<file path="src/rtl/uart_rx.sv">
// uart_rx: 8N1 serial receiver with a one-byte holding register.
// Define UART_RX_PARITY_EN to expect an even-parity bit after bit 7.
module uart_rx #(
  parameter int CLK_FREQ = 100000000,
  parameter int BAUD     = 115200
) (
  input  logic       clk,
  input  logic       rst,
  input  logic       rx,
  output logic [7:0] rx_data,
  output logic       rx_valid,
  input  logic       rx_ready,
  output logic       frame_err,
  output logic       overrun
);

  localparam int CLKS_PER_BIT = CLK_FREQ / BAUD;
  localparam int HALF_BIT     = CLKS_PER_BIT / 2;
  localparam int CW           = $clog2(CLKS_PER_BIT + 1);

  localparam logic [CW-1:0] C_HALF_LAST = CW'(HALF_BIT - 1);
  localparam logic [CW-1:0] C_BIT_LAST  = CW'(CLKS_PER_BIT - 1);

  typedef enum logic [2:0] {
    S_IDLE,
    S_START,
    S_DATA,
`ifdef UART_RX_PARITY_EN
    S_PARITY,
`endif
    S_STOP
  } state_t;

  state_t r_state;
  state_t w_next;

  logic          r_sync1;
  logic          r_sync2;
  logic          r_prev;
  logic [1:0]    r_flush;
  logic [CW-1:0] r_cnt;
  logic [2:0]    r_bitcnt;
  logic [7:0]    r_shift;
  logic [7:0]    r_data;
  logic          r_valid;
  logic          r_ferr;
  logic          r_ovr;

  logic w_fall;
  logic w_half_tick;
  logic w_bit_tick;
  logic w_cnt_clr;
  logic w_shift_en;
  logic w_stop_smp;
  logic w_par_err;
  logic w_load;
  logic w_ferr;

`ifdef UART_RX_PARITY_EN
  logic r_par_err;
  logic w_par_en;
`endif

  assign rx_data   = r_data;
  assign rx_valid  = r_valid;
  assign frame_err = r_ferr;
  assign overrun   = r_ovr;

  // Two-flop synchronizer; idles high so reset never fakes an edge.
  always_ff @(posedge clk) begin
    if (rst) begin
      r_sync1 <= 1'b1;
      r_sync2 <= 1'b1;
    end else begin
      r_sync1 <= rx;
      r_sync2 <= r_sync1;
    end
  end

  // Edge history, trusted only once the forced reset ones have flushed.
  always_ff @(posedge clk) begin
    if (rst) begin
      r_prev  <= 1'b0;
      r_flush <= 2'd0;
    end else begin
      r_prev <= r_sync2;
      if (r_flush != 2'd3)
        r_flush <= r_flush + 2'd1;
    end
  end

  assign w_fall = (r_flush == 2'd3)
                & r_prev & ~r_sync2;

  assign w_half_tick = (r_cnt == C_HALF_LAST);
  assign w_bit_tick  = (r_cnt == C_BIT_LAST);

`ifdef UART_RX_PARITY_EN
  assign w_par_err = r_par_err;
`else
  assign w_par_err = 1'b0;
`endif

  // State register.
  always_ff @(posedge clk) begin
    if (rst)
      r_state <= S_IDLE;
    else
      r_state <= w_next;
  end

  // Next-state decode.
  always_comb begin
    w_next = r_state;
    unique case (r_state)
      S_IDLE:
        if (w_fall)
          w_next = S_START;
      S_START:
        if (w_half_tick)
          w_next = r_sync2 ? S_IDLE : S_DATA;
      S_DATA:
        if (w_bit_tick && r_bitcnt == 3'd7)
`ifdef UART_RX_PARITY_EN
          w_next = S_PARITY;
`else
          w_next = S_STOP;
`endif
`ifdef UART_RX_PARITY_EN
      S_PARITY:
        if (w_bit_tick)
          w_next = S_STOP;
`endif
      S_STOP:
        if (w_bit_tick)
          w_next = S_IDLE;
      default:
        w_next = S_IDLE;
    endcase
  end

  // Per-state strobes for the datapath.
  always_comb begin
    w_cnt_clr  = 1'b0;
    w_shift_en = 1'b0;
    w_stop_smp = 1'b0;
`ifdef UART_RX_PARITY_EN
    w_par_en   = 1'b0;
`endif
    unique case (r_state)
      S_IDLE:  w_cnt_clr = 1'b1;
      S_START: w_cnt_clr = w_half_tick;
      S_DATA: begin
        w_cnt_clr  = w_bit_tick;
        w_shift_en = w_bit_tick;
      end
`ifdef UART_RX_PARITY_EN
      S_PARITY: begin
        w_cnt_clr = w_bit_tick;
        w_par_en  = w_bit_tick;
      end
`endif
      S_STOP: begin
        w_cnt_clr  = w_bit_tick;
        w_stop_smp = w_bit_tick;
      end
      default: w_cnt_clr = 1'b1;
    endcase
  end

  assign w_load = w_stop_smp & r_sync2
                & ~w_par_err;
  assign w_ferr = w_stop_smp
                & (~r_sync2 | w_par_err);

  // Bit timing counter, bit index and LSB-first shifter.
  always_ff @(posedge clk) begin
    if (rst) begin
      r_cnt    <= '0;
      r_bitcnt <= 3'd0;
      r_shift  <= 8'h00;
    end else begin
      if (w_cnt_clr)
        r_cnt <= '0;
      else
        r_cnt <= r_cnt + CW'(1);
      if (r_state == S_IDLE)
        r_bitcnt <= 3'd0;
      else if (w_shift_en)
        r_bitcnt <= r_bitcnt + 3'd1;
      if (w_shift_en)
        r_shift <= {r_sync2, r_shift[7:1]};
    end
  end

`ifdef UART_RX_PARITY_EN
  // Even parity: data bits plus parity bit must XOR to zero.
  always_ff @(posedge clk) begin
    if (rst)
      r_par_err <= 1'b0;
    else if (r_state == S_IDLE)
      r_par_err <= 1'b0;
    else if (w_par_en)
      r_par_err <= (^r_shift) ^ r_sync2;
  end
`endif

  // Holding register, handshake and status pulses.
  always_ff @(posedge clk) begin
    if (rst) begin
      r_data  <= 8'h00;
      r_valid <= 1'b0;
      r_ferr  <= 1'b0;
      r_ovr   <= 1'b0;
    end else begin
      r_ferr <= w_ferr;
      r_ovr  <= 1'b0;
      if (w_load) begin
        if (!r_valid || rx_ready) begin
          r_data  <= r_shift;
          r_valid <= 1'b1;
        end else begin
          r_ovr <= 1'b1;
        end
      end else if (r_valid && rx_ready) begin
        r_valid <= 1'b0;
      end
    end
  end

endmodule

</file>
<file path="config.mk">
export PLATFORM = sky130hd
export DESIGN_NAME = uart_rx
export DESIGN_NICKNAME = d
export VERILOG_FILES = /design/src/rtl/uart_rx.sv
export SDC_FILE = /design/constraint.sdc
export NUM_CORES = 1
export LEC_CHECK = 0
export BUFFER_PORTS_ARGS = -buffer_cell sky130_fd_sc_hd__buf_2
export CELL_PAD_IN_SITES_DETAIL_PLACEMENT = 0
export CELL_PAD_IN_SITES_GLOBAL_PLACEMENT = 1
export CORE_ASPECT_RATIO = 0.5
export CORE_MARGIN = 1
export CORE_UTILIZATION = 25
export CTS_BUF_LIST = sky130_fd_sc_hd__clkbuf_2
export DETAILED_ROUTE_END_ITERATION = 10
export PLACE_DENSITY = 0.58
export SYNTH_ARGS = -nofsm -noshare
export SYNTH_HDL_FRONTEND = slang
export SYNTH_SLANG_ARGS = --single-unit
</file>
<file path="constraint.sdc">
create_clock -name clk -period 5 [get_ports clk]
set_input_delay 1 -clock clk [delete_from_list [all_inputs] [get_ports clk]]
set_output_delay 1 -clock clk [all_outputs]
set_load 0.005 [all_outputs]
</file>
Word level (Yosys, flattened, before mapping)
Cells that the tools add are included.
Cells by class
  muxes and demuxes: 13
  add/sub/neg operators: 3
  $mul: 0
  bitwise operators: 6
  shift-type cells: 0
  order comparisons: 0
  eq/ne operators: 13
  reductions and logical operators: 13
  div/mod/pow operators: 0
Operators with widths (number)
  2-to-1 mux 3 bit: 4
  case mux 3 bit (4 select lines): 1
  adder 10 x 1 -> 10 bit, second input constant: 1
  equality test 10 bit, second input constant: 1
  equality test 10 x 9 -> 1 bit, second input constant: 1
  != test 2 bit, second input constant: 5
  OR reduction 2 bit: 4
  equality test 3 x 2 -> 1 bit, second input constant: 2
  2-to-1 mux 1 bit: 6
  bitwise AND 1 bit: 4
  AND reduction 2 bit: 2
  AND reduction 4 bit: 1
  adder 3 x 1 -> 3 bit, second input constant: 1
  equality test 3 x 1 -> 1 bit, second input constant: 1
  equality test 3 bit, second input constant: 1
  zero test 3 bit: 1
  adder 2 x 1 -> 2 bit, second input constant: 1
  equality test 2 bit, second input constant: 1
  logical AND 1 bit: 2
  2-to-1 mux 2 bit: 1
  != test 2 x 1 -> 1 bit, second input constant: 1
  NOT 1 bit: 2
  case mux 1 bit (2 select lines): 1
  nonzero test 2 bit: 1
  2 further kinds: 2
Word-level totals
  memories: 0
  latch bits: 0
  RAM bits: 0
  output and inout port bits: 11
  word-level logic and storage cells: 60
  register bits after elaboration: 40
  ROM bits: 0

Longest topological paths before layout
  depth after elaboration: 5
  depth in mapped cells: 6
  mapped depth without buffers: 6

Worst setup path before layout
No wires, ideal clock.
  path type: input port to flip-flop
  start: input port rx_ready
  end: register r_data[0], in the netlist rx_data[0]
  path buffers: 1
  cell stages on the path: 5
  setup slack: 3.211 ns
  data arrival time: 1.718 ns
  cell sequence: nand2b_1 nor2b_1 buf_1 nand3_1 a21oi_1
On the way
  word-level cells in the longest chain between the ends: 2
Ends and longest elaborated chain
  start, declared: RTL line 12  | input logic rx_ready,
  logical OR 1 bit: RTL line 219  | if (!r_valid || rx_ready) begin
  AND reduction 2 bit (no source line)
  end signal, assigned: RTL line 220  | r_data <= r_shift;
  end, declared: RTL line 44  | logic [7:0] r_data;
Every way passes these cells.
A chain may end at the register's enable or synchronous reset.

Worst setup path after layout
  start: register r_data[4], in the netlist rx_data[4]
  end: output port rx_data[4]
RTL lines
  end, declared: RTL line 10  | output logic [7:0] rx_data,
No word-level cell between the ends.

==> results by group <==
Run status
  – Status: finished, final reports clean

Pwr
  – Logic pwr share: 0.034
  – Cell Int Power: 0.000357 W
  – Lkg Pwr: 0.616 nW
  – Psw: 0.000112 W
  – Sw Share: 0.238
  – Pwr dens: 261 nW/um2
  – Tot Pwr: 0.000468 W
  – Seq pwr share: 0.682
  – Peak supply drop: 0.0593 mV
  – Clock network power share: 0.284

Worst setup path
  – R2R Setup Slk: 3.19 ns
  – Crit path launch type: register
  – CP Max Fanout: 2
  – Crit path buf inv count: 1
  – Worst Path Required: 4.00 ns
  – Peak per-stage delay on the critical path: 0.38 ns
  – Crit. End Element: output port
  – Crit Path Class: reg2out
  – CP cell instances: buf_2
  – WP data arrival: 0.87 ns
  – CP max-delay cell: dfxtp_1
  – Family with the most delay on the worst path: flip-flops

STA
  – Final worst path period share: 0.374
  – Max-slew violations: 0
  – Highest Clock Rate: 0.534 GHz
  – # setup viols final: 0
  – Max transition margin: 0.554
  – Min cycle time layout: 1.87 ns
  – Setup TNS: 0 ns
  – Clock skew: 0.0140 ns
  – Unrepaired setup endpoints after global routing: no
  – Final hold viol count: 0
  – Final worst slack: 3.13 ns
  – Least-Margin Pin Slew: 0.665 ns
  – Hold slack final: 0.436 ns

Clocking
  – H-tree Lvls: 2
  – Setup Fix Bufs, Post-CTS: 0
  – Clock-pin slew on the worst setup and hold paths: 0.19 ns
  – CTS Hold Bufs: 0
  – CTS-repair resized insts: 0
  – Inserted Clock Buffers: 5
  – CTS Buffer Depth: 2
  – CTS tree: built
  – Clock sink count: 39
  – CTS root buf: clkbuf_2
  – Clk_lat worst skew: 0.38 ns

Route
  – Via/cell ratio: 4.53
  – Detailed-route wire length: 3180 um
  – Wirelength per Cell: 11.3 um
  – Post-route ant nets: 0
  – Initial drt markers: 58
  – Via count: 1,273
  – DRT Pass-1 Iters: 4
  – # DRC: 0

Finish
  – Multi-input gate area: 777 um2
  – Fin nets: 201
  – N_diodes: 0
  – Non-filler cells, final: 281
  – Filler cells: 680
  – Register Area: 781 um2
  – Area growth, synth to finish: 10.6%
  – Share of cells above drive strength 1: 0.155

Yosys
  – Count leader, synth: dfxtp_1
  – Compound-Gate Fraction of Synth Area: 0.149
  – Async set-reset flop share out of synthesis: 0
  – Synth cell types: 37
  – Mapped Cells: 180
  – Mapped Area: 1620 um2
  – Number of flops mapped to enable cells by yosys: 0
  – Mux share of post-synthesis cell area: 0.00617
  – Largest family of logic cells by synthesized area: simple AND/OR/NAND/NOR gates
  – Area contributors post-synth: dfxtp_1 (48%), a21oi_1 (6.2%), o21ai_0 (5.2%)
  – Syn_area_per_cell: 9.02 um2
  – Post-Syn Nets: 189
  – Post-synth top area share: 0.481
  – Register area share after synthesis: 0.481
  – Number of synthesized register bits: 39
  – Most common library cells after synthesis: dfxtp_1 (39), a21oi_1 (20), o21ai_0 (17)
  – Synth warnings: 0
  – Synth Area in Simple Gates: 0.237
  – Xor/xnor share of the synthesized area: 0.0486
  – Ys flop type: dfxtp_1
  – Adder-Cell Fraction of Synth Area: 0.0386
  – Post-synth top area cell: dfxtp_1

Hold path
  – Worst Hold Class: reg2reg

Place
  – Post-DP HPWL: 2100 um
  – Post-Place Worst Slack: 2.89 ns
  – Cells after DPL: 273
  – GP Congestion: 0.802
  – Port-buffer cells: 14

Floorplan
  – Starting Density: 0.264
  – Die W: 116 um
  – Die area: 6840 um2
  – Boundary pin count: 15
  – Die Y: 59.0 um
  – Core area: 6160 um2
  – FP Rows: 20

GRT
  – Vias in the first global route: 1,219
  – Initial antenna violation count: 0
  – GRT overflow: 0
  – First-pass GRT wire length: 5600 um
  – Largest net degree at the start of global routing: 31
  – Overall routing resource usage: 0.107

Run
  – Max_cap viols: 0
## final cells by class
class	count	area share
repair buffers	15	0.0432
clock inverters	2	0.00418
multi-input cells	128	0.433
well taps	88	0.0614
flip-flops and latches	39	0.435
inverters	3	0.00628
clock buffers	6	0.0167
## flip-flops by register name, indices dropped and copies added, names as in the netlist, 2 cells and up
register and count:
r_cnt 10, r_shift 8, rx_data 8, r_bitcnt 3, r_flush 2, r_state 2
## cell families (layout without fill, tap and decap cells)
family | after synthesis | in the layout
AO/OA/AOI/OAI | 44 | 44
flip-flops | 39 | 39
XOR/XNOR | 9 | 9
buffers and inverters | 13 | 26
adder cells (fa/ha/maj) | 5 | 5
AND/OR/NAND/NOR | 69 | 69
multiplexers | 1 | 1
## layer usage
layer / global-route usage / part of all wire / up-vias
met5: 0 / 0 / -
met4: 0.0440 / 0.011 / 0
met3: 0.0276 / 0.026 / 5
met2: 0.187 / 0.46 / 15
met1: 0.126 / 0.50 / 599
li1: - / - / 654
## power groups by stage
stage	combinational [W]	clock [W]	sequential (W)
2_1_floorplan	0.0000129	0	0.000325
3_3_place_gp	0.0000154	0	0.000326
3_5_place_dp	0.0000162	0	0.000326
4_1_cts	0.0000163	0.000141	0.000320
5_1_grt	0.0000183	0.000162	0.000321
6_report	0.0000157	0.000133	0.000320
## worst paths after layout
| kind | cells after the start | end | from |
|---|---|---|---|
| worst max-delay path | 1 | rx_data[4] | rx_data[4]$_SDFFE_PP0P_ |
| worst min-delay path | 1 | r_sync2$_SDFF_PP1_ | r_sync1$_SDFF_PP1_ |
| worst max register to register | 4 | r_state[0]$_SDFFE_PP0P_ | r_cnt[8]$_SDFF_PP0_ |
| worst min register to register | 1 | r_sync2$_SDFF_PP1_ | r_sync1$_SDFF_PP1_ |
## placed cells by master, fill, tap and decap left out, drive strengths merged, types with 3 or more instances in the layout
master and instances:
a31oi 3, ha 5, nand2 13, nor2 13
dfxtp 39, a21oi 20, o21ai 17, inv 3
nand2b 3, xnor2 3, and3 3, clkbuf 6
nand3 15, buf 15, xor2 6, and2 3
## metrics by stage
stage | utilization | instance area, um2
final | 0.291 | 1790
after global routing | 0.291 | 1790
after floorplan | - | 1620
after global placement | 0.285 | 1760
after CTS | 0.291 | 1790
after detailed placement | 0.285 | 1760
Power figures use the tool's default switching activity.
